--- src/rtl/rr_reg_write_arbiter.sv ---
// -----------------------------------------------------------------------------
// rr_reg_write_arbiter
//
// Round-robin write controller for one shared, enable-gated W-bit register
// that resets to PRESET_VAL. N producers raise level requests. The controller
// grants one of them for a single cycle. On the following edge it loads that
// requester's data slice into the register and pulses a one-cycle acknowledge.
// If the requester has dropped its request by then, the write is abandoned.
// The highest priority then passes to the index after the winner.
//
// Ports
//   clk       rising-edge clock
//   rst       asynchronous, active-low reset
//   req[N]    level write request per requester
//   din[N*W]  packed write data, slice i = din[i*W +: W]
//   gnt[N]    registered one-hot grant (high during the GRANT cycle)
//   ack[N]    registered one-hot write-done pulse, one cycle wide
//   q[W]      shared register contents
//   busy      high while a grant is outstanding
//   wr_count  count of completed writes, wraps at 256
// -----------------------------------------------------------------------------
module rr_reg_write_arbiter #(
  parameter int             N          = 4,
  parameter int             W          = 8,
  parameter logic [W-1:0]   PRESET_VAL = {W{1'b1}}
) (
  input  logic             clk,
  input  logic             rst,
  input  logic [N-1:0]     req,
  input  logic [N*W-1:0]   din,
  output logic [N-1:0]     gnt,
  output logic [N-1:0]     ack,
  output logic [W-1:0]     q,
  output logic             busy,
  output logic [7:0]       wr_count
);

  localparam int PW = $clog2(N);

  typedef enum logic {
    IDLE  = 1'b0,
    GRANT = 1'b1
  } state_t;

  state_t        state;
  logic [PW-1:0] ptr;         // index holding the highest priority
  logic [PW-1:0] win;         // requester granted in the current GRANT cycle
  logic [PW-1:0] pick;        // first eligible index at or after ptr
  logic          pick_valid;
  logic [N-1:0]  eligible;
  int            idx;

  // A requester being acknowledged this cycle still shows its old request
  // level. It is masked out here so that it is not granted a second time.
  assign eligible = req & ~ack;

  // Rotating priority search. The loop walks from the lowest priority to the
  // highest, so the last hit it records is the first eligible index from ptr.
  // NOTE: every signal driven here gets a default before the loop; a missing
  // default on any path would infer a latch.
  always_comb begin
    pick       = '0;
    pick_valid = 1'b0;
    idx        = 0;
    for (int i = N - 1; i >= 0; i--) begin
      idx = int'(ptr) + i;
      if (idx >= N) idx = idx - N;
      if (eligible[idx]) begin
        pick       = PW'(idx);
        pick_valid = 1'b1;
      end
    end
  end

  // NOTE: all state below is updated with non-blocking assignments. Every
  // flop then samples the pre-edge values, as the hardware does.
  always_ff @(posedge clk or negedge rst) begin
    if (!rst) begin
      state    <= IDLE;
      ptr      <= '0;
      win      <= '0;
      gnt      <= '0;
      ack      <= '0;
      busy     <= 1'b0;
      q        <= PRESET_VAL;
      wr_count <= '0;
    end else begin
      case (state)
        IDLE: begin
          ack <= '0;
          if (pick_valid) begin
            gnt   <= N'(1) << pick;
            win   <= pick;
            busy  <= 1'b1;
            state <= GRANT;
          end
        end

        GRANT: begin
          // A withdrawn request abandons the write. The register, pointer and
          // counter are left untouched, so the same requester keeps priority.
          if (req[win]) begin
            q        <= din[win*W +: W];
            ack      <= N'(1) << win;
            ptr      <= (win == PW'(N - 1)) ? '0 : win + PW'(1);
            wr_count <= wr_count + 8'd1;
          end
          gnt   <= '0;
          busy  <= 1'b0;
          state <= IDLE;
        end

        default: state <= IDLE;
      endcase
    end
  end

endmodule

--- config.mk ---
export PLATFORM = sky130hd
export DESIGN_NAME = rr_reg_write_arbiter
export DESIGN_NICKNAME = d
export VERILOG_FILES = /design/src/rtl/rr_reg_write_arbiter.sv
export SDC_FILE = /design/constraint.sdc
export NUM_CORES = 1
export LEC_CHECK = 0
export ABC_AREA = 1
export BUFFER_PORTS_ARGS = -buffer_cell sky130_fd_sc_hd__buf_2
export CAP_MARGIN = 20
export CORE_MARGIN = 8
export CORE_UTILIZATION = 24
export DETAILED_ROUTE_END_ITERATION = 8
export PLACE_DENSITY_LB_ADDON = 0.12
export SKIP_LAST_GASP = 1
export SLEW_MARGIN = 30
export SYNTH_ARGS = -nofsm -noshare
export SYNTH_HDL_FRONTEND = slang
export SYNTH_SLANG_ARGS = --single-unit
--- constraint.sdc ---
create_clock -name clk -period 1.6 [get_ports clk]
set_input_delay 0.08 -clock clk [delete_from_list [all_inputs] [get_ports clk]]
set_output_delay 0.08 -clock clk [all_outputs]
set_load 0.01 [all_outputs]
* Word-level counts from Yosys, hierarchy flattened *
Index checks and enable logic that the tools add are counted.

storage, ports and cells
  flip-flop bits (word level) = 30
  bits of input ports = 38
  output and inout bits = 25
  word-level logic and storage cells = 72

cells by class
  add/subtract/negate cells = 9
  magnitude comparators = 9
  eq/ne operators = 3
  shift operators = 3
  mux-type cells = 35
  bitwise operators = 3
  reduce and logical (&&, ||, !) cells = 2

operators by type and width
  operator             count
  $lt 32x4->1 const B  4
  $mux 32              4
  $shiftx 32x6->8      1
  $pmux 4 s2           2
  $mux 1               15
  $sub 3x3->4 const B  3
  $bmux 1 s2           5
  $mux 2               5
  $ge 3x3->1 const B   3
  $add 8x1->8 const B  1
  $mux 4               2
  $shl 1x2->4 const A  2
  $add 2x2->3 const B  2
  $and 4x4->4          1
  $not 4->4            1
  $pmux 1 s2           2
  $reduce_and 2->1     2
  $sub 2x3->4 const B  1
  $add 2x1->3 const B  1
  $ge 2x3->1 const B   1
  $lt 2x3->1 const B   1
  $add 2x1->2 const B  1
  $eq 2x2->1 const B   1
  $ne 2x1->1 const B   1
  2 further kinds      2

* Longest topological paths before layout *
Gate-level depths: netlist of the first run.

  depth in word-level cells = 13
  depth in mapped cells = 13
  gate-level depth less buffers = 12

* Least setup slack after synthesis of the first run *
No wires, ideal clock.

  kind = register to register
  from = register win[0]
  to = register ptr[1]
  library setup time = 0.122 ns
  data arrival time = 1.260 ns
  data required time = 1.478 ns
  setup slack = 0.218 ns
  cell stages (with the launch flop) = 8
  path buffers = 3
  period minus slack after synthesis = 1.382 ns
  cell sequence = dfrtp_1 > buf_6 > inv_2 > buf_2 > buf_2 > ha_1 > nand2_1 > o21ai_1

on the way
  word-level cells in the longest chain between the ends = 3
  elaborated cells between the ends (all ways) = 6
  those cells by class = add/sub (1); eq/ne (1); mux (3); reduce/logical (1)

RTL lines
  item                          line  RTL
  from (decl)                   47    logic [PW-1:0] win;
  from (signal assigned)        93    win <= pick;
  $bmux 1 s2                    102   if (req[win]) begin
  $mux 1 (not written as such)  102
  $reduce_and 2->1 (no line)    --
  to (signal assigned)          105   ptr <= (win == PW'(N - 1)) ? '0 : win + PW'(1);
  to (decl)                     46    logic [PW-1:0] ptr;

Parallel ways exist; a longest one is shown, timed or not. The select of a mux whose other input is x is not followed.
A chain may end at the register's enable or synchronous reset.

* Worst setup path after layout of the first run *
  from = register ptr[0]
  to = register win[0]

on the way
  word-level cells in the longest chain between the ends = 11
  elaborated cells between the ends (all ways) = 36
  those cells by class = add/sub (7); order compare (4); mux (24); reduce/logical (1)

RTL lines
  item                                              line  RTL
  $add 2x2->3                                       66    idx = int'(ptr) + i;
  $sub 3x3->4 / $ge 3x3->1 (equally long branches)  67    if (idx >= N) idx = idx - N;
  $mux 32                                           67
  $bmux 1 s2                                        68    if (eligible[idx]) begin
  $mux 1 (not written as such) (2 in series)        68
  $mux 1 (4 in series)                              68
  $reduce_and 2->1 (no line)                        --

Parallel ways exist; a longest one is shown, timed or not. The select of a mux whose other input is x is not followed.

==> impl_metrics.tcl, run 1 <==
set metrics [dict create \
    worstMarginPinSlew_ns 0.6944 \
    worst_ep_required_time_ns 1.76 \
    fillCellCount 800 \
    yosysTopAreaCellShare_pct 30.75 \
    overflow 0 \
    fin_worst_skew_ns 0.007653 \
    hpwlAfterDp_mm 3.929 \
    startpoint_type "flip-flop" \
    critPathCaptureType "flip-flop" \
    wl_met1_mm 2.331 \
    wl_per_cell_um 12.79 \
    grt_max_degree 31 \
    top_layer "met4" \
    max-slew-margin-rel_pct 53.71 \
    dr_wl_met3_um 288 \
    portBuffers 62 \
    r2r-end "win[0]$_DFFE_PN0P_" \
    routed_wl_mm 5.079 \
    numClockSinks 30 \
    dr_total_vias 1682 \
    placed_area_um2 2260 \
    cts_root_buffer "clkbuf_8" \
    final_layout_size_suffix_gt1_share_pct 42.28 \
    dr.pass1.iters 4 \
    clock_latency_ns 0.28 \
    die_area_um2 10480 \
    die-width_um 102.4 \
    setup_violations 0 \
    numCtsBuffers 5 \
    crit_start "ptr[0]$_DFFE_PN0P_" \
    h-tree-depth 2 \
    path_clk_slew_ns 0.07 \
    postRouteAntennaNets 0 \
    holdPathStages 5 \
    async_reset_ff_share_pct 100.0 \
    period_minus_slack_ns 1.492 \
    hp-class "input port to flip-flop" \
    crit_end "win[0]$_DFFE_PN0P_" \
    maxCapViolCount 0 \
    cp.arrival_ns 1.65 \
    synthFlopType "dfrtp_1" \
    worstSetupPathType "flip-flop to flip-flop" \
    multiInputGateArea_um2 950.9 \
    yosysWarningCount 0 \
    yosys.cell_types.count 26 \
    grt_first_pass_wirelength_mm 8.638 \
    core.rowCount 31 \
    synthCells 223 \
    synth_edf_count 0 \
    clockBufferDepth 2 \
    met2_length_mm 2.390 \
    vias_per_cell 4.237 \
    drcViolationCount 0 \
    seq_area_um2 763.2 \
    status "complete, no violations" \
    track_usage_pct 10.52 \
    post-route-period-util_pct 93.27 \
    maxSlewViolCount 0 \
    fin_util_pct 33.31 \
    pwr_density_cell_nw_per_um2 2002 \
    syn_avg_cell_area_um2 8.029 \
    dieHeight_um 102.4 \
    drt_iter0_drc 64 \
    io_pins 63 \
    reg2reg_from "ptr[0]$_DFFE_PN0P_" \
    cts_tree "done" \
    ys_seq_area_share_pct 42.49 \
    final_cell_area_um2 2416 \
    crit_fanout 8 \
    synthTopCellsByArea "dfrtp_1, nand2_1, dfstp_2" \
    peakVddDrop_v 0.0005114 \
    yosys.area.top_type "dfrtp_1" \
    p_leak_nw 1.233 \
    rr_worst_depth 12 \
    synthToLayoutAreaGrowth_pct 34.94 \
    fmaxAchievable_ghz 0.6701 \
    hold_viol 0 \
    core_um2 7253 \
    synth_area_um2 1790 \
    holdWs_ns 0.1497 \
    diodes 0 \
    fin_ws_ns 0.1077 \
    syn_nets 266 \
    r2r_slack_ns 0.11 \
    rsz0062_at_grt "yes" \
    gp_congestion 0.7590 \
    ys_ff_latch 30 \
    antenna_found_initial 0 \
    start_util_pct 24.69 \
    nNetsFinal 340 \
    grt_pass1_vias 1821 \
    dp_slack_ns 0.05278 \
]
==> cells in the mapped netlist, types with 2 or more instances <==
cell type and number:
buf_2 5, buf_6 2, clkbuf_1 2, dfrtp_1 22, dfstp_2 8, ha_1 5, inv_1 14, inv_2 2
nand2_1 64, nand2_2 8, nand3_1 11, nand3_2 6, nand4_1 3, nor2_1 20, nor2_2 2, nor2_4 3
o21ai_0 22, o21ai_1 2, o22ai_1 9, xnor2_1 5, xor2_1 3
==> state kept, by name, indices dropped and copies added, names as in the netlist <==
register  cells
busy          1
ack           4
wr_count      8
state         1
gnt           4
q             8
win           2
ptr           2
==> worst min path at each step <==
stage / startpoint / endpoint / slack (ns)
final: din[7] / q[7]$_DFFE_PN1P_ / 0.15
after global routing: din[1] / q[1]$_DFFE_PN1P_ / 0.21
after CTS: din[6] / q[6]$_DFFE_PN1P_ / 0.14
after detailed placement: rst / ack[3]$_DFFE_PN0P_ / 0.18
after global placement: rst / wr_count[1]$_DFFE_PN0P_ / 0.19
after floorplan: rst / ack[0]$_DFFE_PN0P_ / -0.22
==> layer usage <==
layer | up-vias | GRT usage [%]
li1 | 868 | -
met1 | 776 | 12.89
met2 | 34 | 16.84
met3 | 4 | 2.997
met4 | 0 | 4.402
met5 | - | 0
==> report_power, final <==
part	leakage, nW	switching (W)	internal, W
clock network	0.0482	0.000291	0.000347
logic	0.819	0.00168	0.00111
registers	0.366	0.000271	0.00114
==> critical path: stages (launching register included) <==
cell and delay [ns]:
dfrtp_2 0.49, clkinv_4 0.10, nand3_2 0.09, nand2_4 0.11, nand2_2 0.06, nand2_1 0.06
inv_1 0.04, nand2_2 0.06, nand2_1 0.06, nand2_2 0.09, nand2_2 0.08, nand2_1 0.07
o21ai_1 0.06
==> stage by stage <==
stage	TNS (ns)	std cells	power [W]
final	0	397	0.004836
after global routing	-0.04137	397	0.005370
after CTS	0	396	0.004800
after detailed placement	0	387	0.004129
after global placement	0	387	0.004143
after floorplan	0	223	0.003238
==> placed cells by master (no fill, tap or decap), types with 2 or more instances in the layout <==
cell type	instances
buf_2	62
ha_1	5
xor2_1	3
dfstp_2	8
nand4_1	3
nand2_1	59
o22ai_1	9
inv_1	14
xnor2_1	4
inv_2	2
o21ai_1	2
buf_4	13
o21ai_0	22
dfrtp_2	2
nand2_2	12
nor2_1	20
clkbuf_8	6
nand3_2	9
nor2_4	4
dfrtp_1	20
nand3_1	8
==> final cells by class <==
class	count	share of cell area, %
Timing Repair Buffer	76	17.30
Clock buffer	7	3.573
Clock inverter	1	0.2071
Tap cell	99	5.127
Sequential cell	30	31.59
Inverter	17	2.848
Multi-Input combinational cell	167	39.36
==> cell families (layout without fill, tap and decap cells) <==
kind of cell               after synthesis  count (layout)  synth area share, %
AOI/OAI and AO/OA                       35              35                11.18
and+or+nand+nor                        119             119                32.01
xor gates and xnor gates                 8               8                3.914
DFF                                     30              30                42.49
buffers and inverters                   26             101                6.918
adders and majority gates                5               5                3.494
==> what timing repair did <==
action / CTS / global route
endpoints found under the hold margin: 22 / 0
buffers inserted: 0 / 1
hold buffers: 1 / 0
setup endpoints to repair: 0 / 9
gates resized for setup: 0 / 14
No activity file was read; power rests on OpenSTA's default activity.
==> inputs of run 2 (changes only) <==
- ABC_AREA: 1 -> default
==> run 2 against run 1 <==
  * Worst hold slack improved by 0.066 ns
  * Clock skew shrank 0.0032 ns
  * Critical path type unchanged
  * Non-clock buffer count increased by 1
  * Register-to-register slack got worse by 0.06 ns
  * Highest routed layer unchanged
  * Utilization decreased by 0.052 points
  * Sequential share of layout area is 2.8 points higher
  * First-iteration DRC count decreased by 42%
  * Combinational power down 25%
  * Sequential power up 3%
  * Synthesized area fell by 10%
  * Flip-flop and latch count stayed put
  * Count of clock-buffer cells in the layout did not move
==> impl_metrics.tcl, run 2 <==
set metrics [dict create \
    synth_mux_area_share_pct 16.47 \
    busiest_layer "met2" \
    fin_setup_tns_ns 0 \
    clockBufferDepth 2 \
    synthCells 144 \
    numCtsBuffers 5 \
    post-route-period-util_pct 96.81 \
    numClockSinks 30 \
    drcViolationCount 0 \
    syn_avg_cell_area_um2 11.18 \
    worstSetupPathType "flip-flop to flip-flop" \
    fmaxAchievable_ghz 0.6456 \
    postRouteAntennaNets 0 \
    die-width_um 97.91 \
    dr.pass1.iters 4 \
    gp_congestion 0.7718 \
    cpPeakStageDelay_ns 0.39 \
    worstMarginPinSlew_ns 0.6909 \
    fin_worst_skew_ns 0.004483 \
    antenna_found_initial 0 \
    fin_cells 302 \
    maxCapViolCount 0 \
    hpwlAfterDp_mm 3.374 \
    grt_max_degree 31 \
    status "complete, no violations" \
    async_reset_ff_share_pct 100.0 \
    dr_total_vias 1287 \
    synthTopCellsByArea "dfrtp_1, dfstp_2, mux4_2" \
    synthTopCellsByCount "nand2_1, dfrtp_1, mux4_2" \
    io_pins 63 \
    routed_wl_mm 4.376 \
    path_clk_slew_ns 0.07 \
    rsz0062_at_grt "yes" \
    drt_iter0_drc 37 \
    yosys.area.top_type "dfrtp_1" \
    hp-class "input port to flip-flop" \
    overflow 0 \
    place_inst 290 \
    synthAdderAreaFrac_pct 3.885 \
    grt_use_met3_pct 3.414 \
    die_area_um2 9586 \
    yosysWarningCount 0 \
    syn_nets 187 \
    portBuffers 62 \
    holdPathStages 4 \
    pwr_density_cell_nw_per_um2 1888 \
    dieHeight_um 97.91 \
    met2_usage_pct 17.02 \
    clock_latency_ns 0.28 \
    use_met1_pct 9.902 \
    grt_first_pass_wirelength_mm 7.148 \
    final_cell_mix "buf_2, nand2_1, dfrtp_1" \
    worst_ep_required_time_ns 1.81 \
    synth.most_common_cell "nand2_1" \
    largestRegisters "q (8), wr_count (8)" \
    critPathCaptureType "flip-flop" \
    track_usage_pct 9.455 \
    rr_worst_depth 5 \
    internal_power_w 0.002577 \
    p_seq_share_pct 34.7 \
    synth_edf_count 0 \
    synthFlopType "dfrtp_1" \
    synth_top_family_by_area "simple AND/OR/NAND/NOR gates" \
    net-switching-power_w 0.001595 \
    synth_compound_area_share_pct 5.206 \
    final_common_cell "buf_2" \
    setup_violations 0 \
    period_minus_slack_ns 1.549 \
    grt_pass1_vias 1422 \
    vias_per_cell 4.262 \
    diodes 0 \
    yosysTopAreaCellShare_pct 34.19 \
    yosys.area_share.xor_xnor_pct 3.807 \
    h-tree-depth 2 \
    synthToLayoutAreaGrowth_pct 37.22 \
    slowest_stage "dfrtp_1" \
    cts_root_buffer "clkbuf_8" \
    crit_fanout 5 \
    start_util_pct 24.24 \
    maxSlewViolCount 0 \
    hold_viol 0 \
    wl_per_cell_um 14.49 \
    p_sw_share_pct 38.24 \
    cts_tree "done" \
    cp.arrival_ns 1.76 \
    synthSimpleGateAreaFrac_pct 19.66 \
    pwr-share-clk_pct 15.1 \
    peakVddDrop_v 0.0008481 \
    startpoint_type "flip-flop" \
    p_leak_nw 1.115 \
    power_frac_comb_pct 50.2 \
    synth_area_um2 1610 \
    ys_ff_latch 30 \
    nNetsFinal 264 \
    final_cell_area_um2 2210 \
    core.rowCount 30 \
    yosys.cell_types.count 33 \
    final_layout_size_suffix_gt1_share_pct 50.45 \
    placed_area_um2 2071 \
    core_um2 6644 \
    max-slew-margin-rel_pct 53.94 \
    crit_chain "and2b_2, a211oi_1, o22a_1, or3_1, a21oi_2" \
    fillCellCount 671 \
    ys_seq_area_share_pct 47.24 \
]
-- run 2: metrics by stage --
step           total power (W)  worst slack [ns]  hold WS (ns)  utilization [%]
2_1_floorplan         0.002743          -0.07267       -0.2156                -
3_3_place_gp          0.003540           0.01846        0.1861            31.17
3_5_place_dp          0.003526           0.01952        0.1823            31.17
4_1_cts               0.004217          0.004379        0.2064            32.82
5_1_grt               0.004559          -0.01509        0.2164            33.26
6_report              0.004172           0.05102        0.2156            33.26
-- run 2: kinds of logic (layout without fill, tap and decap cells) --
| group | count (synthesis) | count (layout) |
|---|---|---|
| AOI/OAI and AO/OA | 13 | 13 |
| xor gates and xnor gates | 7 | 7 |
| adders and majority gates | 5 | 5 |
| buffers and inverters | 11 | 89 |
| DFF | 30 | 30 |
| muxes | 15 | 15 |
| and+or+nand+nor | 63 | 63 |
-- run 2: path summary, 6_finish.rpt --
kind / slack, ns / start / to
worst max-delay path: 0.05 / ack[0]$_DFFE_PN0P_ / gnt[0]$_DFFE_PN0P_
worst min-delay path: 0.22 / din[16] / q[0]$_DFFE_PN1P_
worst max register to register: 0.05 / ack[0]$_DFFE_PN0P_ / gnt[0]$_DFFE_PN0P_
worst min register to register: 0.46 / q[3]$_DFFE_PN1P_ / q[3]$_DFFE_PN1P_
max in group asynchronous: 0.78 / rst / wr_count[1]$_DFFE_PN0P_
min in group asynchronous: 0.38 / rst / ack[2]$_DFFE_PN0P_
-- run 2: area by class of cell --
| class | instances | area, µm² | area share, % |
|---|---|---|---|
| well taps | 80 | 100.1 | 4.530 |
| repair buffers | 77 | 437.9 | 19.82 |
| flip-flops and latches | 30 | 760.7 | 34.43 |
| clock inverters | 1 | 5.005 | 0.2265 |
| multi-input cells | 103 | 804.5 | 36.41 |
| inverters | 4 | 15.01 | 0.6795 |
| clock buffers | 7 | 86.33 | 3.907 |
-- run 2: layer usage --
layer / wire, µm / share of wire, %
met1: 1712 / 39
met2: 2394 / 55
met3: 217 / 5.0
met4: 51 / 1.2
met5: 0 / 0
-- run 2: critical path, delay by kind of cell (launching register included) --
family	cells	cell delay [ns]
flops	1	0.39
compound gates	3	0.46
simple gates	2	0.64
-- run 2: power by group through the flow --
| stage | registers (W) | clock network (W) | logic (W) |
|---|---|---|---|
| after global placement | 0.00147 | 0 | 0.00207 |
| final | 0.00145 | 0.000631 | 0.00209 |
| after global routing | 0.00151 | 0.000695 | 0.00235 |
| after CTS | 0.00145 | 0.000670 | 0.00209 |
| after floorplan | 0.00154 | 0 | 0.00121 |
| after detailed placement | 0.00146 | 0 | 0.00206 |
-- run 2: timing repair --
item	4_1_cts	5_1_grt
endpoints found under the setup margin	1	5
setup buffers	1	2
hold buffers	1	0
pin swaps	0	1
hold endpoints to repair	22	0
gates resized for setup	1	3
==> inputs of run 3 (changes only) <==
- CORE_UTILIZATION: 24 -> 48
- GPL_ROUTABILITY_DRIVEN: default -> 0
- clock period: 1.6 -> 1.5 ns (I/O delays scaled with it)
==> run 3 against run 2 <==
  * Largest cell class unchanged
  * First-iteration DRC count rose by 73%
  * Highest routed layer unchanged
  * Fmax is 0.37% higher
  * Die area is 43% lower
  * Sequential share of layout area rose by 0.39 points
  * Clock skew rose by 0.0056 ns
  * Utilization rose by 33 points
  * Count of clock-buffer cells in the layout unchanged
  * Cell count down 10%
  * The flow now finishes with violations (negative setup slack)
  * Combinational power is 11% higher
  * Flip-flop and latch count stayed put
  * Critical endpoint unchanged
  * Register-to-register slack worse by 0.09 ns
==> impl_metrics.tcl, run 3 (same netlist as run 2, synthesis figures left out) <==
set metrics [dict create \
    status "finished, violations left" \
    violations "negative setup slack" \
    postRouteAntennaNets 0 \
    crit_fanout 4 \
    fin_worst_skew_ns 0.01011 \
    track_usage_pct 15.28 \
    hpwlAfterDp_mm 3.023 \
    drcViolationCount 0 \
    p_sw_share_pct 39.37 \
    fillCellCount 270 \
    period_minus_slack_ns 1.543 \
    post-route-period-util_pct 102.9 \
    numCtsBuffers 5 \
    routed_wl_mm 4.013 \
    die_area_um2 5464 \
    final_layout_size_suffix_gt1_share_pct 54.22 \
    wl_per_cell_um 14.81 \
    die-width_um 73.92 \
    cp.arrival_ns 1.80 \
    dieHeight_um 73.92 \
    clock_latency_ns 0.33 \
    power_frac_comb_pct 52.8 \
    critPathCaptureType "flip-flop" \
    dr_total_vias 1335 \
    path_clk_slew_ns 0.10 \
    maxSlewViolCount 0 \
    hold_viol 0 \
    p_seq_share_pct 35.5 \
    vias_per_cell 4.926 \
    hp-class "input port to flip-flop" \
    p_leak_nw 1.120 \
    pwr_density_cell_nw_per_um2 2004 \
    fin_ws_ns -0.04331 \
    setup_violations 3 \
    nNetsFinal 267 \
    dp_slack_ns -0.01660 \
    worstMarginPinSlew_ns 0.6745 \
    portBuffers 62 \
    h-tree-depth 2 \
    grt_first_pass_wirelength_mm 6.458 \
    core_um2 3284 \
    internal_power_w 0.002655 \
    cts_root_buffer "clkbuf_4" \
    cts_tree "done" \
    numClockSinks 30 \
    holdWs_ns 0.1564 \
    grt_max_degree 31 \
    drt_iter0_drc 64 \
    startpoint_type "flip-flop" \
    fin_util_pct 66.51 \
    worst_ep_required_time_ns 1.76 \
    worstSetupPathType "flip-flop to flip-flop" \
    maxCapViolCount 0 \
    synthToLayoutAreaGrowth_pct 35.66 \
    final_common_cell "buf_2" \
    core.rowCount 21 \
    antenna_found_initial 0 \
    peakVddDrop_v 0.0009045 \
    pwr-share-clk_pct 11.7 \
    fmaxAchievable_ghz 0.6480 \
    dr.pass1.iters 4 \
    io_pins 63 \
    net-switching-power_w 0.001724 \
    max-slew-margin-rel_pct 55.03 \
    rsz0062_at_grt "yes" \
    largestRegisters "q (8), wr_count (8)" \
    overflow 0 \
    final_cell_mix "buf_2, nand2_1, dfrtp_1" \
    diodes 0 \
    grt_pass1_vias 1479 \
    clockBufferDepth 2 \
    start_util_pct 49.03 \
]
-- run 3: cell count changes in the layout (fill, tap and decap cells not counted), sizes merged --
| cell | delta |
|---|---|
| buf | +3 |
-- run 3: power groups by stage --
stage	registers [W]	logic [W]	clock network, W
6_report	0.00156	0.00231	0.000511
5_1_grt	0.00162	0.00256	0.000561
4_1_cts	0.00155	0.00219	0.000533
3_5_place_dp	0.00156	0.00213	0
3_3_place_gp	0.00154	0.00210	0
2_1_floorplan	0.00164	0.00130	0
-- run 3: layout make-up --
class,count,area (µm²),area share (%)
Clock buffer,7,55.05,2.520
Clock inverter,1,5.005,0.2291
Inverter,4,15.01,0.6873
Multi-Input combinational cell,103,839.6,38.43
Sequential cell,30,760.7,34.82
Tap cell,46,57.56,2.635
Timing Repair Buffer,80,451.7,20.68
-- run 3: routing by layer --
layer | wire (µm) | GRT usage, % | vias to the layer above
li1 | - | - | 652
met1 | 1699 | 18.12 | 628
met2 | 2005 | 25.10 | 49
met3 | 260 | 5.457 | 6
met4 | 47 | 4.656 | 0
met5 | 0 | 0 | -
-- run 3: stage by stage --
stage	cells	total power (W)	setup TNS (ns)	area, µm²
5_1_grt	271	0.004733	-0.5315	2185
2_1_floorplan	144	0.002937	-1.746	1619
6_report	271	0.004379	-0.09566	2185
3_5_place_dp	258	0.003696	-0.01660	2039
3_3_place_gp	258	0.003643	0	2039
4_1_cts	269	0.004277	-0.03896	2125
-- run 3: critical path, cell delays in order, from the launching register on --
cell and delay [ns]:
dfrtp_1 0.43, nand2b_4 0.17, o21ba_2 0.19, o211a_1 0.23
or3_1 0.33, a21oi_2 0.13
-- run 3: worst paths after layout --
check / startpoint / to / slack, ns / depth (start not counted)
worst max-delay path: ack[2]$_DFFE_PN0P_ / gnt[0]$_DFFE_PN0P_ / -0.04 / 5
worst min-delay path: din[25] / q[1]$_DFFE_PN1P_ / 0.16 / 4
worst max register to register: ack[2]$_DFFE_PN0P_ / gnt[0]$_DFFE_PN0P_ / -0.04 / 5
worst min register to register: q[7]$_DFFE_PN1P_ / q[7]$_DFFE_PN1P_ / 0.46 / 2
max in group asynchronous: rst / wr_count[3]$_DFFE_PN0P_ / 0.75 / 2
min in group asynchronous: rst / ack[3]$_DFFE_PN0P_ / 0.30 / 2
-- run 3: repair_timing --
item                       4_1_cts  5_1_grt
buffers inserted                 2        2
hold endpoints to repair        22        0
hold buffers                     1        0
pin swaps                        0        2
cloned                           0        0
resized for setup                1       11
setup endpoints to repair        4       17
